===== src/rtl/message_loader.sv =====
// -----------------------------------------------------------------------------
// message_loader
//
// Collects ASCII characters from a valid/ready stream into a shadow buffer.
// A carriage return (or filling the buffer) commits the message. The shadow
// buffer is then copied, one index per cycle, into an active buffer that a
// scroller reads through rd_idx/rd_char. msg_update pulses once when the new
// message is fully active.
//
// Optional feature macro:
//   MSG_LOADER_UPPERCASE_EN - fold a-z to A-Z before storing in shadow.
//
// Ports:
//   clk         rising-edge clock
//   rst_n       asynchronous active-low reset
//   char_in     incoming ASCII character
//   char_valid  char_in is valid this cycle
//   char_ready  loader accepts char_in this cycle (high only while filling)
//   rd_idx      read index from the scroller
//   rd_char     registered active[rd_idx], space when rd_idx >= MSG_LEN
//   msg_len     length of the committed (active) message
//   msg_update  one-cycle pulse when a new message becomes active
// -----------------------------------------------------------------------------
module message_loader #(
  parameter int MSG_LEN    = 11,
  parameter int CHAR_WIDTH = 8,
  localparam int IDX_W     = $clog2(MSG_LEN)
) (
  input  logic                  clk,
  input  logic                  rst_n,
  input  logic [CHAR_WIDTH-1:0] char_in,
  input  logic                  char_valid,
  output logic                  char_ready,
  input  logic [IDX_W-1:0]      rd_idx,
  output logic [CHAR_WIDTH-1:0] rd_char,
  output logic [IDX_W:0]        msg_len,
  output logic                  msg_update
);

  localparam logic [CHAR_WIDTH-1:0] SPACE = CHAR_WIDTH'(32'h20);
  localparam logic [CHAR_WIDTH-1:0] BS    = CHAR_WIDTH'(32'h08);
  localparam logic [CHAR_WIDTH-1:0] CR    = CHAR_WIDTH'(32'h0D);
  localparam logic [CHAR_WIDTH-1:0] DEL   = CHAR_WIDTH'(32'h7F);

  localparam logic [IDX_W:0]   LEN_FULL = (IDX_W+1)'(MSG_LEN);
  localparam logic [IDX_W:0]   LAST_PTR = (IDX_W+1)'(MSG_LEN - 1);
  localparam logic [IDX_W-1:0] LAST_IDX = IDX_W'(MSG_LEN - 1);

  typedef enum logic {FILL, COPY} state_t;

  state_t state, state_nxt;

  logic [CHAR_WIDTH-1:0] shadow [MSG_LEN];
  logic [CHAR_WIDTH-1:0] active [MSG_LEN];

  logic [IDX_W:0]   wr_ptr;
  logic [IDX_W:0]   len;
  logic [IDX_W-1:0] copy_idx;

  // ---------------------------------------------------------------------------
  // Character decode
  // ---------------------------------------------------------------------------
  function automatic logic [CHAR_WIDTH-1:0] to_stored(input logic [CHAR_WIDTH-1:0] c);
`ifdef MSG_LOADER_UPPERCASE_EN
    if (c >= CHAR_WIDTH'(32'h61) && c <= CHAR_WIDTH'(32'h7A))
      return c - CHAR_WIDTH'(32'h20);
    else
      return c;
`else
    return c;
`endif
  endfunction

  logic xfer;
  logic is_print;
  logic is_bs;
  logic is_cr;
  logic ptr_zero;
  logic commit;
  logic copy_last;

  assign xfer      = char_valid && char_ready;
  assign is_print  = (char_in >= SPACE) && (char_in != DEL);
  assign is_bs     = (char_in == BS);
  assign is_cr     = (char_in == CR);
  assign ptr_zero  = (wr_ptr == '0);
  // A CR on a non-empty buffer commits; so does the write that fills it.
  assign commit    = xfer && ((is_cr && !ptr_zero) || (is_print && wr_ptr == LAST_PTR));
  assign copy_last = (copy_idx == LAST_IDX);

  // ---------------------------------------------------------------------------
  // FSM: state register / next state / outputs
  // ---------------------------------------------------------------------------
  always_ff @(posedge clk or negedge rst_n) begin
    if (!rst_n) state <= FILL;
    else        state <= state_nxt;
  end

  always_comb begin
    // NOTE: every combinational output gets a default first so no path leaves it unassigned (no latch).
    state_nxt = state;
    case (state)
      FILL: if (commit)    state_nxt = COPY;
      COPY: if (copy_last) state_nxt = FILL;
      default:             state_nxt = FILL;
    endcase
  end

  always_comb begin
    char_ready = (state == FILL);
  end

  // ---------------------------------------------------------------------------
  // Shadow buffer: written while filling, contents undefined after reset
  // ---------------------------------------------------------------------------
  always_ff @(posedge clk) begin
    if (state == FILL && xfer && is_print)
      shadow[wr_ptr[IDX_W-1:0]] <= to_stored(char_in);
  end

  // ---------------------------------------------------------------------------
  // Write pointer, latched length, copy index, committed length, update pulse
  // ---------------------------------------------------------------------------
  always_ff @(posedge clk or negedge rst_n) begin
    if (!rst_n) begin
      // NOTE: sequential state uses non-blocking assignments only, so every register samples pre-edge values.
      wr_ptr     <= '0;
      len        <= '0;
      copy_idx   <= '0;
      msg_len    <= '0;
      msg_update <= 1'b0;
    end else begin
      msg_update <= 1'b0;
      case (state)
        FILL: begin
          copy_idx <= '0;
          if (xfer) begin
            if (is_print) begin
              wr_ptr <= wr_ptr + 1'b1;
              if (wr_ptr == LAST_PTR) len <= LEN_FULL;
            end else if (is_bs && !ptr_zero) begin
              wr_ptr <= wr_ptr - 1'b1;
            end else if (is_cr && !ptr_zero) begin
              len <= wr_ptr;
            end
          end
        end
        COPY: begin
          if (copy_last) begin
            copy_idx   <= '0;
            wr_ptr     <= '0;
            msg_len    <= len;
            msg_update <= 1'b1;
          end else begin
            copy_idx <= copy_idx + 1'b1;
          end
        end
        default: ;
      endcase
    end
  end

  // ---------------------------------------------------------------------------
  // Active buffer: reset to spaces so an aborted copy never shows stale text
  // ---------------------------------------------------------------------------
  always_ff @(posedge clk or negedge rst_n) begin
    if (!rst_n) begin
      // NOTE: this memory is reset on purpose (it must read as spaces); shadow is deliberately left unreset.
      for (int i = 0; i < MSG_LEN; i++) active[i] <= SPACE;
    end else if (state == COPY) begin
      active[copy_idx] <= ({1'b0, copy_idx} < len) ? shadow[copy_idx] : SPACE;
    end
  end

  // ---------------------------------------------------------------------------
  // Registered read port
  // ---------------------------------------------------------------------------
  always_ff @(posedge clk or negedge rst_n) begin
    if (!rst_n)                          rd_char <= SPACE;
    else if ({1'b0, rd_idx} < LEN_FULL)  rd_char <= active[rd_idx];
    else                                 rd_char <= SPACE;
  end

endmodule


===== config.mk =====
export PLATFORM = sky130hd
export DESIGN_NAME = message_loader
export DESIGN_NICKNAME = d
export VERILOG_FILES = /design/src/rtl/message_loader.sv
export SDC_FILE = /design/constraint.sdc
export NUM_CORES = 1
export LEC_CHECK = 0
export ABC_AREA = 0
export BUFFER_PORTS_ARGS = -buffer_cell sky130_fd_sc_hd__buf_2
export CAP_MARGIN = 25
export CORE_ASPECT_RATIO = 0.6
export CORE_MARGIN = 8
export CORE_UTILIZATION = 50
export DETAILED_ROUTE_END_ITERATION = 16
export GPL_TIMING_DRIVEN = 0
export PLACE_DENSITY_LB_ADDON = 0.2
export SLEW_MARGIN = 20
export SYNTH_ARGS = -nofsm -noshare
export SYNTH_HDL_FRONTEND = slang
export SYNTH_SLANG_ARGS = --single-unit
export TNS_END_PERCENT = 5

===== constraint.sdc =====
create_clock -name clk -period 6 [get_ports clk]
set_input_delay 0.6 -clock clk [delete_from_list [all_inputs] [get_ports clk]]
set_output_delay 0.6 -clock clk [all_outputs]
set_load 0.005 [all_outputs]

======== Yosys cells after proc, flatten, opt, wreduce, memory -nomap -nowiden ========
Memory sizes are Yosys's and may differ from the RTL's.
Cells that the tools add are included.
W data, S select, Z words.
word-level totals
  register bits ........................... 117
  memories kept ........................... 1
  memory bits (writable) .................. 88
  bits in latches ......................... 0
  memory bits (read-only) ................. 0
cells by class
  divide/modulo/power cells ............... 0
  multipliers ............................. 0
  mux-type cells .......................... 26
  reductions and logical operators ........ 16
  bitwise logic cells ..................... 3
  $lt $le $gt $ge ......................... 6
  shifts and indexed selects .............. 0
  add/sub/neg operators ................... 3
  equal/unequal tests ..................... 10
memories
  memory  words  bits a word  read ports  clocked after Yosys merged registers in  write ports  line  text
  shadow  11     8            1           0                                        1            53    logic [CHAR_WIDTH-1:0] shadow [MSG_LEN];
operators with widths
  operator               count
  $bwmux W88             1
  $mux W5                8
  $mux W8                5
  $bmux W8 S4            1
  $demux W8 S4           1
  $eq A8 B4 Y1 const B   2
  $ge A5 B5 Y1 const B   2
  $not A4 Y5             2
  $pmux W5 S2            1
  $logic_and A1 B1 Y1    9
  $ge A8 B6 Y1 const B   1
  $ne A8 B7 Y1 const B   1
  $pmux W4 S2            1
  $mux W1                6
  $ne A2 B1 Y1 const B   3
  $add A5 B1 Y5 const B  1
  $eq A5 B4 Y1 const B   1
  $logic_not A5 Y1       1
  $lt A4 B5 Y1           1
  $lt A5 B1 Y1 const B   1
  $reduce_and A5 Y1      1
  $sub A5 B1 Y5 const B  1
  $add A4 B1 Y4 const B  1
  $eq A4 B4 Y1 const B   1
  other kinds (11)       11

======== Depth between registers and ports, before layout ========
Gate-level depths: netlist of the first run.
  depth in word-level cells ............... 7
  depth in mapped cells ................... 8
  mapped depth without buffers ............ 7

======== Least setup slack after synthesis of the first run ========
Ideal clock, no wire load.
  path kind ............................... input port to flip-flop
  start point ............................. input port char_in[7]
  end point ............................... register wr_ptr[3]
  path slack .............................. 3339 ps
  library setup time ...................... 95 ps
  arrival ................................. 2566 ps
  cell stages on the path ................. 8
  data required time ...................... 5905 ps
  path buffers ............................ 1
  path through ............................ or3_1 -> o21ai_1 -> clkbuf_1 -> ha_1 -> a21oi_1 -> nand2_1 -> xor2_1 -> o31ai_1
on the way
  cells in the longest elaborated chain, start to end .. 5
  elaborated cells on any way between the ends .. 10
  classes of those cells .................. order compare (1); eq/ne (3); mux (3); reduce/logical (3)
ends and longest elaborated chain
  what                                          line  text
  start, declared                               31    input logic [CHAR_WIDTH-1:0] char_in,
  $ge A8 B6 Y1 or $ne A8 B7 Y1 (tied branches)  83    assign is_print = (char_in >= SPACE) && (char_in != DEL);
  $logic_and A1 B1 Y1                           83
  $mux W5                                       138   if (is_print) begin
  $mux W5                                       137   if (xfer) begin
  $pmux W5 S2                                   134   case (state)
  end signal, assigned                          139   wr_ptr <= wr_ptr + 1'b1;
  end signal, assigned                          142   wr_ptr <= wr_ptr - 1'b1;
  end, declared                                 56    logic [IDX_W:0] wr_ptr;
Parallel ways exist; a longest one is shown, timed or not. The select of a mux whose other input is x is not followed.
A chain may end at the register's enable or synchronous reset.

======== Worst setup path after layout of the first run ========
  start point ............................. input port char_in[3]
  end point ............................... register wr_ptr[3]
The elaborated chain is that of the path after synthesis.

==> impl_metrics.xml, run 1 <==
<?xml version="1.0" encoding="UTF-8"?>
<metrics>
  <group name="setup_path">
    <metric name="crit_startpoint" unit="">char_in[3]</metric>
    <metric name="crit_path_start_kind" unit="">input port</metric>
    <metric name="critical_path_class" unit="">in2reg</metric>
    <metric name="timing.critical_path.arrival" unit="ns">3.44</metric>
    <metric name="rr_worst_depth" unit="">5</metric>
    <metric name="worstPathMaxFanout" unit="">16</metric>
    <metric name="worstPathRequired" unit="ns">6.40</metric>
    <metric name="ff2ff_setup_slack" unit="ns">3.40</metric>
    <metric name="r2r-start" unit="">copy_idx[3]</metric>
    <metric name="crit_path_end" unit="">wr_ptr[3]</metric>
    <metric name="r2r-end" unit="">active[43]</metric>
    <metric name="timing.critical_path.to_type" unit="">flip-flop</metric>
  </group>
  <group name="clock_tree">
    <metric name="numCtsBuffers" unit="">20</metric>
    <metric name="ctsLongestPathBuffers" unit="">3</metric>
    <metric name="htree_levels" unit="">1</metric>
    <metric name="cell_chosen_for_the_clock_root" unit="">sky130_fd_sc_hd__clkbuf_16</metric>
    <metric name="ctsResizeCount" unit="">0</metric>
    <metric name="cts_setup_buffers" unit="">0</metric>
    <metric name="post_cts_hold_buffers" unit="">0</metric>
    <metric name="clk_pin_slew_worst_paths" unit="ns">0.07</metric>
    <metric name="tritoncts" unit="">built</metric>
    <metric name="cts_sinks" unit="">205</metric>
    <metric name="clock_latency" unit="ns">0.50</metric>
  </group>
  <group name="pwr">
    <metric name="peakVddDrop" unit="mV">0.2816</metric>
    <metric name="power_per_cell_area" unit="nW/um^2">403.1</metric>
    <metric name="leakage" unit="nW">3.977</metric>
    <metric name="finalPower" unit="W">0.004054</metric>
  </group>
  <group name="finish">
    <metric name="fillers" unit="">1431</metric>
    <metric name="most_frequent_standard_cell_in_the_layout_excluding_fill_and_tap_cells" unit="">sky130_fd_sc_hd__nand2_1</metric>
    <metric name="stdcell_count" unit="">1005</metric>
    <metric name="antenna_diode_count" unit="">0</metric>
    <metric name="layout.cells.most_common_list" unit="">sky130_fd_sc_hd__nand2_1, sky130_fd_sc_hd__dfrtp_1, sky130_fd_sc_hd__edfxtp_1</metric>
    <metric name="flow.area_growth_from_synthesis" unit="%">12.81</metric>
    <metric name="drive_gt1_share" unit="%">19.58</metric>
    <metric name="fin_nets" unit="">782</metric>
  </group>
  <group name="placement">
    <metric name="placedCellCount" unit="">969</metric>
    <metric name="buffer_ports.inserted" unit="">26</metric>
    <metric name="place.detailed.hpwl" unit="um">16050</metric>
    <metric name="finalWeightedCongestion" unit="">0.8977</metric>
    <metric name="dp_worst_setup_slack" unit="ns">2.534</metric>
  </group>
  <group name="synthesis">
    <metric name="share_of_yosys_cell_area_claimed_by_the_top_area_cell_type" unit="%">29.64</metric>
    <metric name="library_cells_used_by_synthesis" unit="">57</metric>
    <metric name="synthesis.nets" unit="">725</metric>
    <metric name="ys.warnings.count" unit="">0</metric>
    <metric name="ys_ff_latch" unit="">205</metric>
    <metric name="synth.largest_area_cell" unit="">sky130_fd_sc_hd__edfxtp_1</metric>
    <metric name="synthesized_area_per_cell" unit="um^2">12.74</metric>
    <metric name="ys_dominant_reg_cell" unit="">sky130_fd_sc_hd__dfrtp_1</metric>
    <metric name="synth.area.top_cells" unit="">sky130_fd_sc_hd__edfxtp_1, sky130_fd_sc_hd__dfrtp_1, sky130_fd_sc_hd__mux4_2</metric>
    <metric name="combined_area_of_all_synthesized_cells" unit="um^2">8915</metric>
    <metric name="synth-edff-count" unit="">88</metric>
    <metric name="fraction_of_registers_with_async_set_or_reset_after_synthesis" unit="%">57.07</metric>
    <metric name="syn-instance-count" unit="">700</metric>
    <metric name="synth_sequential_area_ratio" unit="%">62.65</metric>
  </group>
  <group name="drt">
    <metric name="route.vias.total" unit="">6055</metric>
    <metric name="antenna_left" unit="">0</metric>
    <metric name="drt-total-wl" unit="um">22380</metric>
    <metric name="drtIter0Drc" unit="">692</metric>
    <metric name="drt-vias-per-instance" unit="">6.025</metric>
    <metric name="post_drt_wl_per_cell" unit="um">22.27</metric>
    <metric name="drtPass1Iterations" unit="">5</metric>
    <metric name="drc" unit="">0</metric>
  </group>
  <group name="timing">
    <metric name="max-slew-margin-rel" unit="%">33.82</metric>
    <metric name="max_freq" unit="GHz">0.3294</metric>
    <metric name="tightestPinTransition" unit="ns">0.9891</metric>
    <metric name="total_count_of_hold_check_failures_in_the_final_report" unit="">0</metric>
    <metric name="fin_worst_skew" unit="ns">0.01642</metric>
    <metric name="final.min_clock_period" unit="ns">3.036</metric>
    <metric name="totalNegativeSetupSlack" unit="ns">0</metric>
    <metric name="drv_slew" unit="">0</metric>
    <metric name="final.setup.worst_slack" unit="ns">2.964</metric>
    <metric name="rsz_0062_raised_after_global_routing" unit="">false</metric>
    <metric name="fin_crit_sh" unit="%">50.60</metric>
    <metric name="timing.final.setup_violations" unit="">0</metric>
  </group>
  <group name="outcome">
    <metric name="outcome" unit="">finished clean</metric>
  </group>
  <group name="global_route">
    <metric name="largest_net_degree_at_the_start_of_global_routing" unit="">84</metric>
    <metric name="grt_pass1_wl" unit="um">35780</metric>
    <metric name="globalRouteOverflowTotal" unit="">0</metric>
    <metric name="grtUsageTotal" unit="%">20.18</metric>
    <metric name="first_global_vias" unit="">6173</metric>
    <metric name="initial_antenna_violation_count" unit="">0</metric>
  </group>
  <group name="min_path">
    <metric name="worstHoldPathType" unit="">in2async</metric>
  </group>
  <group name="floorplan">
    <metric name="std_cell_rows" unit="">37</metric>
    <metric name="design.die.area" unit="um^2">22500</metric>
    <metric name="die_w" unit="um">188.4</metric>
    <metric name="die_h" unit="um">119.4</metric>
    <metric name="core-area" unit="um^2">17310</metric>
    <metric name="io_pins" unit="">30</metric>
    <metric name="start_util" unit="%">51.49</metric>
  </group>
  <group name="flow_run">
    <metric name="maximum_capacitance_violations" unit="">0</metric>
  </group>
</metrics>
[final cells by class]
cell class	count	area, um^2	area share [%]
Timing Repair Buffer	35	209.0	2.078
Tap cell	234	292.8	2.911
Multi-Input combinational cell	445	3163	31.45
Sequential cell	205	5585	55.54
Buffer	42	186.4	1.854
Clock buffer	25	540.5	5.374
Clock inverter	11	50.05	0.4976
Inverter	8	30.03	0.2986
[where the power goes]
| part | switching [W] | internal (W) |
|---|---|---|
| registers | 0.000132 | 0.00168 |
| clock network | 0.000531 | 0.000639 |
| logic | 0.000673 | 0.000402 |
[cells by family (layout without fill, tap and decap cells)]
family | after synthesis | in the layout | share of synthesized area (%)
flip-flops | 205 | 205 | 62.65
buffers and inverters | 50 | 121 | 2.428
AO/OA/AOI/OAI | 145 | 145 | 9.473
adder cells (fa/ha/maj) | 10 | 10 | 1.488
XOR/XNOR | 4 | 4 | 0.3931
AND/OR/NAND/NOR | 223 | 223 | 12.66
multiplexers | 63 | 63 | 10.91
[critical path, cell delays in order]
cell                       delay (ns)
sky130_fd_sc_hd__buf_2           0.31
sky130_fd_sc_hd__nand4b_1        0.17
sky130_fd_sc_hd__o21ai_1         0.50
sky130_fd_sc_hd__clkbuf_1        0.79
sky130_fd_sc_hd__ha_1            0.43
sky130_fd_sc_hd__a21oi_1         0.17
sky130_fd_sc_hd__nand2_1         0.08
sky130_fd_sc_hd__xor2_1          0.14
sky130_fd_sc_hd__o31ai_1         0.25
[metrics by stage]
stage                     instance area (um^2)  hold WS [ns]  util, %
final                                    10060     0.0001697    58.09
after global placement                    9338        0.4510    53.93
after CTS                                10060      0.004678    58.09
after global routing                     10060       0.01755    58.09
after floorplan                           8915        0.3044        -
after detailed placement                  9467        0.4576    54.68
[per-layer routing]
metal / vias to the layer above / global-route usage [%] / part of all wire [%]
met2: 250 / 28.05 / 42
met1: 3069 / 31.01 / 47
li1: 2699 / - / -
met5: - / 0 / 0
met3: 37 / 5.245 / 8.5
met4: 0 / 4.767 / 1.7
[how the worst min path moves through the flow]
stage	start	endpoint	slack [ns]	cells past startpoint
2_1_floorplan	rst_n	active[0]	0.30	0
3_3_place_gp	active[45]	active[45]	0.45	2
3_5_place_dp	active[45]	active[45]	0.46	2
4_1_cts	rst_n	active[59]	0.005	1
5_1_grt	rst_n	active[59]	0.02	1
6_report	rst_n	active[59]	0.0002	1
[cells in the mapped netlist, types with 3 or more instances]
cell                       count
sky130_fd_sc_hd__nand2_1     122
sky130_fd_sc_hd__dfrtp_1     105
sky130_fd_sc_hd__edfxtp_1     88
sky130_fd_sc_hd__o21ai_1      44
sky130_fd_sc_hd__o21ai_0      40
sky130_fd_sc_hd__mux4_2       25
sky130_fd_sc_hd__mux2i_1      24
sky130_fd_sc_hd__clkbuf_1     22
sky130_fd_sc_hd__nor2_1       22
sky130_fd_sc_hd__a21oi_1      21
sky130_fd_sc_hd__buf_2        17
sky130_fd_sc_hd__nand4b_1     13
sky130_fd_sc_hd__o22ai_1      13
sky130_fd_sc_hd__dfstp_2      12
sky130_fd_sc_hd__mux2_2       11
sky130_fd_sc_hd__nor4_1       11
sky130_fd_sc_hd__ha_1          9
sky130_fd_sc_hd__nand4_1       8
sky130_fd_sc_hd__nor2b_1       8
sky130_fd_sc_hd__inv_1         6
sky130_fd_sc_hd__nand2b_1      6
sky130_fd_sc_hd__nand3_1       6
sky130_fd_sc_hd__or4b_1        6
sky130_fd_sc_hd__nor4b_1       5
sky130_fd_sc_hd__a21o_1        3
sky130_fd_sc_hd__mux2_4        3
sky130_fd_sc_hd__nand3b_1      3
sky130_fd_sc_hd__o211ai_1      3
sky130_fd_sc_hd__o21a_1        3
[sequential cells by signal (all words and copies together) (netlist names)]
name        count
shadow         88
rd_char         8
wr_ptr          5
active         88
msg_update      1
msg_len         5
len             5
state           1
copy_idx        4
Note: power is estimated with default switching activity, not from simulation.
==> run 2: changes to the inputs <==
- clock period: 6 -> 2.56 ns (I/O delays scaled with it)
==> run 2 against run 1 <==
Sequential share of layout area decreased by 0.15 points; die area unchanged; power increased by 130%; utilization increased by 0.16 points; register-to-register slack got worse by 3.2 ns; clock skew decreased by 0.0029 ns; hold slack improved by 0.16 ns; flip-flop and latch count unchanged; first-iteration DRC count increased by 0.29%; critical path type is now reg2reg; highest routed layer unchanged.
==> impl_metrics.xml, run 2 (synthesis results as in run 1) <==
<?xml version="1.0" encoding="UTF-8"?>
<metrics>
  <group name="outcome">
    <metric name="outcome" unit="">finished clean</metric>
  </group>
  <group name="timing">
    <metric name="final.min_clock_period" unit="ns">2.356</metric>
    <metric name="timing.final.setup_violations" unit="">0</metric>
    <metric name="max_freq" unit="GHz">0.4244</metric>
    <metric name="drv_slew" unit="">0</metric>
    <metric name="total_count_of_hold_check_failures_in_the_final_report" unit="">0</metric>
    <metric name="hold-worst-slack" unit="ns">0.1579</metric>
    <metric name="tightestPinTransition" unit="ns">0.9867</metric>
    <metric name="rsz_0062_raised_after_global_routing" unit="">false</metric>
    <metric name="fin_worst_skew" unit="ns">0.01350</metric>
    <metric name="max-slew-margin-rel" unit="%">33.98</metric>
    <metric name="fin_crit_sh" unit="%">92.05</metric>
  </group>
  <group name="drt">
    <metric name="drtPass1Iterations" unit="">5</metric>
    <metric name="drt-vias-per-instance" unit="">6.066</metric>
    <metric name="drc" unit="">0</metric>
    <metric name="antenna_left" unit="">0</metric>
    <metric name="route.vias.total" unit="">6102</metric>
    <metric name="drtIter0Drc" unit="">694</metric>
    <metric name="drt-total-wl" unit="um">22460</metric>
    <metric name="post_drt_wl_per_cell" unit="um">22.33</metric>
  </group>
  <group name="pwr">
    <metric name="p_int" unit="W">0.006382</metric>
    <metric name="power_per_cell_area" unit="nW/um^2">943.4</metric>
    <metric name="power_frac_comb" unit="%">26.7</metric>
    <metric name="peakVddDrop" unit="mV">0.6597</metric>
    <metric name="power_frac_clock" unit="%">28.8</metric>
    <metric name="leakage" unit="nW">3.989</metric>
    <metric name="proportion_of_power_drawn_by_flip_flops_and_latches" unit="%">44.5</metric>
    <metric name="power.switching_fraction" unit="%">32.92</metric>
    <metric name="switching_power_summed_over_all_nets" unit="W">0.003132</metric>
  </group>
  <group name="clock_tree">
    <metric name="tritoncts" unit="">built</metric>
    <metric name="cts_sinks" unit="">205</metric>
    <metric name="htree_levels" unit="">1</metric>
    <metric name="cell_chosen_for_the_clock_root" unit="">sky130_fd_sc_hd__clkbuf_16</metric>
    <metric name="cts_setup_buffers" unit="">0</metric>
    <metric name="numCtsBuffers" unit="">20</metric>
    <metric name="ctsLongestPathBuffers" unit="">3</metric>
    <metric name="clk_pin_slew_worst_paths" unit="ns">0.07</metric>
    <metric name="clock_latency" unit="ns">0.50</metric>
  </group>
  <group name="global_route">
    <metric name="largest_net_degree_at_the_start_of_global_routing" unit="">84</metric>
    <metric name="grt_pass1_wl" unit="um">35780</metric>
    <metric name="globalRouteOverflowTotal" unit="">0</metric>
    <metric name="first_global_vias" unit="">6168</metric>
    <metric name="grtUsageTotal" unit="%">20.19</metric>
    <metric name="initial_antenna_violation_count" unit="">0</metric>
  </group>
  <group name="floorplan">
    <metric name="die_h" unit="um">119.4</metric>
    <metric name="std_cell_rows" unit="">37</metric>
    <metric name="io_pins" unit="">30</metric>
    <metric name="design.die.area" unit="um^2">22500</metric>
    <metric name="die_w" unit="um">188.4</metric>
    <metric name="core-area" unit="um^2">17310</metric>
    <metric name="start_util" unit="%">51.49</metric>
  </group>
  <group name="placement">
    <metric name="place.detailed.hpwl" unit="um">16050</metric>
    <metric name="placedCellCount" unit="">969</metric>
    <metric name="finalWeightedCongestion" unit="">0.8977</metric>
    <metric name="buffer_ports.inserted" unit="">26</metric>
  </group>
  <group name="setup_path">
    <metric name="worstPathRequired" unit="ns">2.97</metric>
    <metric name="critical_path_class" unit="">reg2reg</metric>
    <metric name="crit_path_start_kind" unit="">flip-flop</metric>
    <metric name="timing.critical_path.arrival" unit="ns">2.77</metric>
    <metric name="worstPathMaxFanout" unit="">10</metric>
    <metric name="timing.critical_path.to_type" unit="">flip-flop</metric>
  </group>
  <group name="finish">
    <metric name="layout.cells.most_common_list" unit="">sky130_fd_sc_hd__nand2_1, sky130_fd_sc_hd__dfrtp_1, sky130_fd_sc_hd__edfxtp_1</metric>
    <metric name="fin_nets" unit="">783</metric>
    <metric name="drive_gt1_share" unit="%">19.95</metric>
    <metric name="fillers" unit="">1425</metric>
    <metric name="stdcell_count" unit="">1006</metric>
    <metric name="most_frequent_standard_cell_in_the_layout_excluding_fill_and_tap_cells" unit="">sky130_fd_sc_hd__nand2_1</metric>
    <metric name="final_core_utilization" unit="%">58.25</metric>
    <metric name="flow.area_growth_from_synthesis" unit="%">13.12</metric>
    <metric name="antenna_diode_count" unit="">0</metric>
  </group>
  <group name="min_path">
    <metric name="worstHoldPathType" unit="">in2reg</metric>
  </group>
  <group name="flow_run">
    <metric name="maximum_capacitance_violations" unit="">0</metric>
  </group>
</metrics>
[run 2: cell count changes in the layout (fill, tap and decap cells not counted)]
| cell | before | now |
|---|---|---|
| sky130_fd_sc_hd__a31oi_2 | 1 | 0 |
| sky130_fd_sc_hd__a31oi_4 | 0 | 1 |
| sky130_fd_sc_hd__clkbuf_1 | 26 | 25 |
| sky130_fd_sc_hd__clkbuf_2 | 0 | 1 |
| sky130_fd_sc_hd__dlygate4sd3_1 | 0 | 1 |
| sky130_fd_sc_hd__o21ai_1 | 44 | 43 |
| sky130_fd_sc_hd__o21ai_2 | 0 | 1 |
| sky130_fd_sc_hd__o21bai_1 | 2 | 1 |
| sky130_fd_sc_hd__o21bai_2 | 0 | 1 |
[run 2: worst paths after layout]
kind | start | end | slack, ns | cells past startpoint
worst max-delay path | len[2] | active[28] | 0.20 | 7
worst min-delay path | char_in[5] | shadow[9][5] | 0.16 | 1
worst max register to register | len[2] | active[28] | 0.20 | 7
worst min register to register | active[53] | active[53] | 0.47 | 2
max in group asynchronous | rst_n | active[45] | 1.58 | 3
min in group asynchronous | rst_n | active[59] | 0.23 | 2
[run 2: critical path, stage by stage (launching register included)]
cell	delay [ns]
sky130_fd_sc_hd__dfrtp_1	0.36
sky130_fd_sc_hd__inv_1	0.07
sky130_fd_sc_hd__ha_1	0.34
sky130_fd_sc_hd__a211o_1	0.30
sky130_fd_sc_hd__a31oi_4	0.35
sky130_fd_sc_hd__o22ai_1	0.20
sky130_fd_sc_hd__clkbuf_1	0.37
sky130_fd_sc_hd__o21ai_0	0.26
[run 2: layout make-up]
type                       instances  area [um^2]  area share [%]
buffer                            42        187.7           1.861
clock buffer                      25        540.5           5.360
clock inverter                    11        50.05          0.4963
inverter                           8        30.03          0.2978
multi-input combinational        445         3179           31.53
sequential                       205         5585           55.38
tap                              234        292.8           2.903
timing repair buffer              36        219.0           2.171
[run 2: routing by layer]
| layer | GRT usage [%] | share of wire (%) | up-vias |
|---|---|---|---|
| met5 | 0 | 0 | - |
| met4 | 4.961 | 2.0 | 0 |
| met3 | 5.245 | 9.5 | 46 |
| met2 | 27.94 | 43 | 265 |
| met1 | 31.05 | 46 | 3095 |
| li1 | - | - | 2696 |
[run 2: per-stage QoR]
stage                     instance area, um^2  setup WS (ns)  total power, W  setup TNS, ns
after floorplan                          8915         0.2430        0.005894              0
after global placement                   9338        -0.8834        0.006638         -60.53
after detailed placement                 9467        -0.5617        0.006783         -5.167
after CTS                               10070        0.05631        0.009517              0
after global routing                    10080        0.05473        0.009972              0
final                                   10080         0.2036        0.009514              0
[run 2: repair_timing]
action,4_1_cts,5_1_grt
resized for setup,1,3
hold endpoints to repair,34,0
gates cloned,0,0
endpoints found under the setup margin,1,54
hold buffers,1,0
[run 2: power groups by stage]
| stage | registers (W) | logic [W] | clock network [W] |
|---|---|---|---|
| after global routing | 0.00428 | 0.00278 | 0.00290 |
| after floorplan | 0.00418 | 0.00171 | 0 |
| after CTS | 0.00423 | 0.00251 | 0.00278 |
| after global placement | 0.00427 | 0.00237 | 0 |
| after detailed placement | 0.00429 | 0.00249 | 0 |
| final | 0.00423 | 0.00254 | 0.00274 |
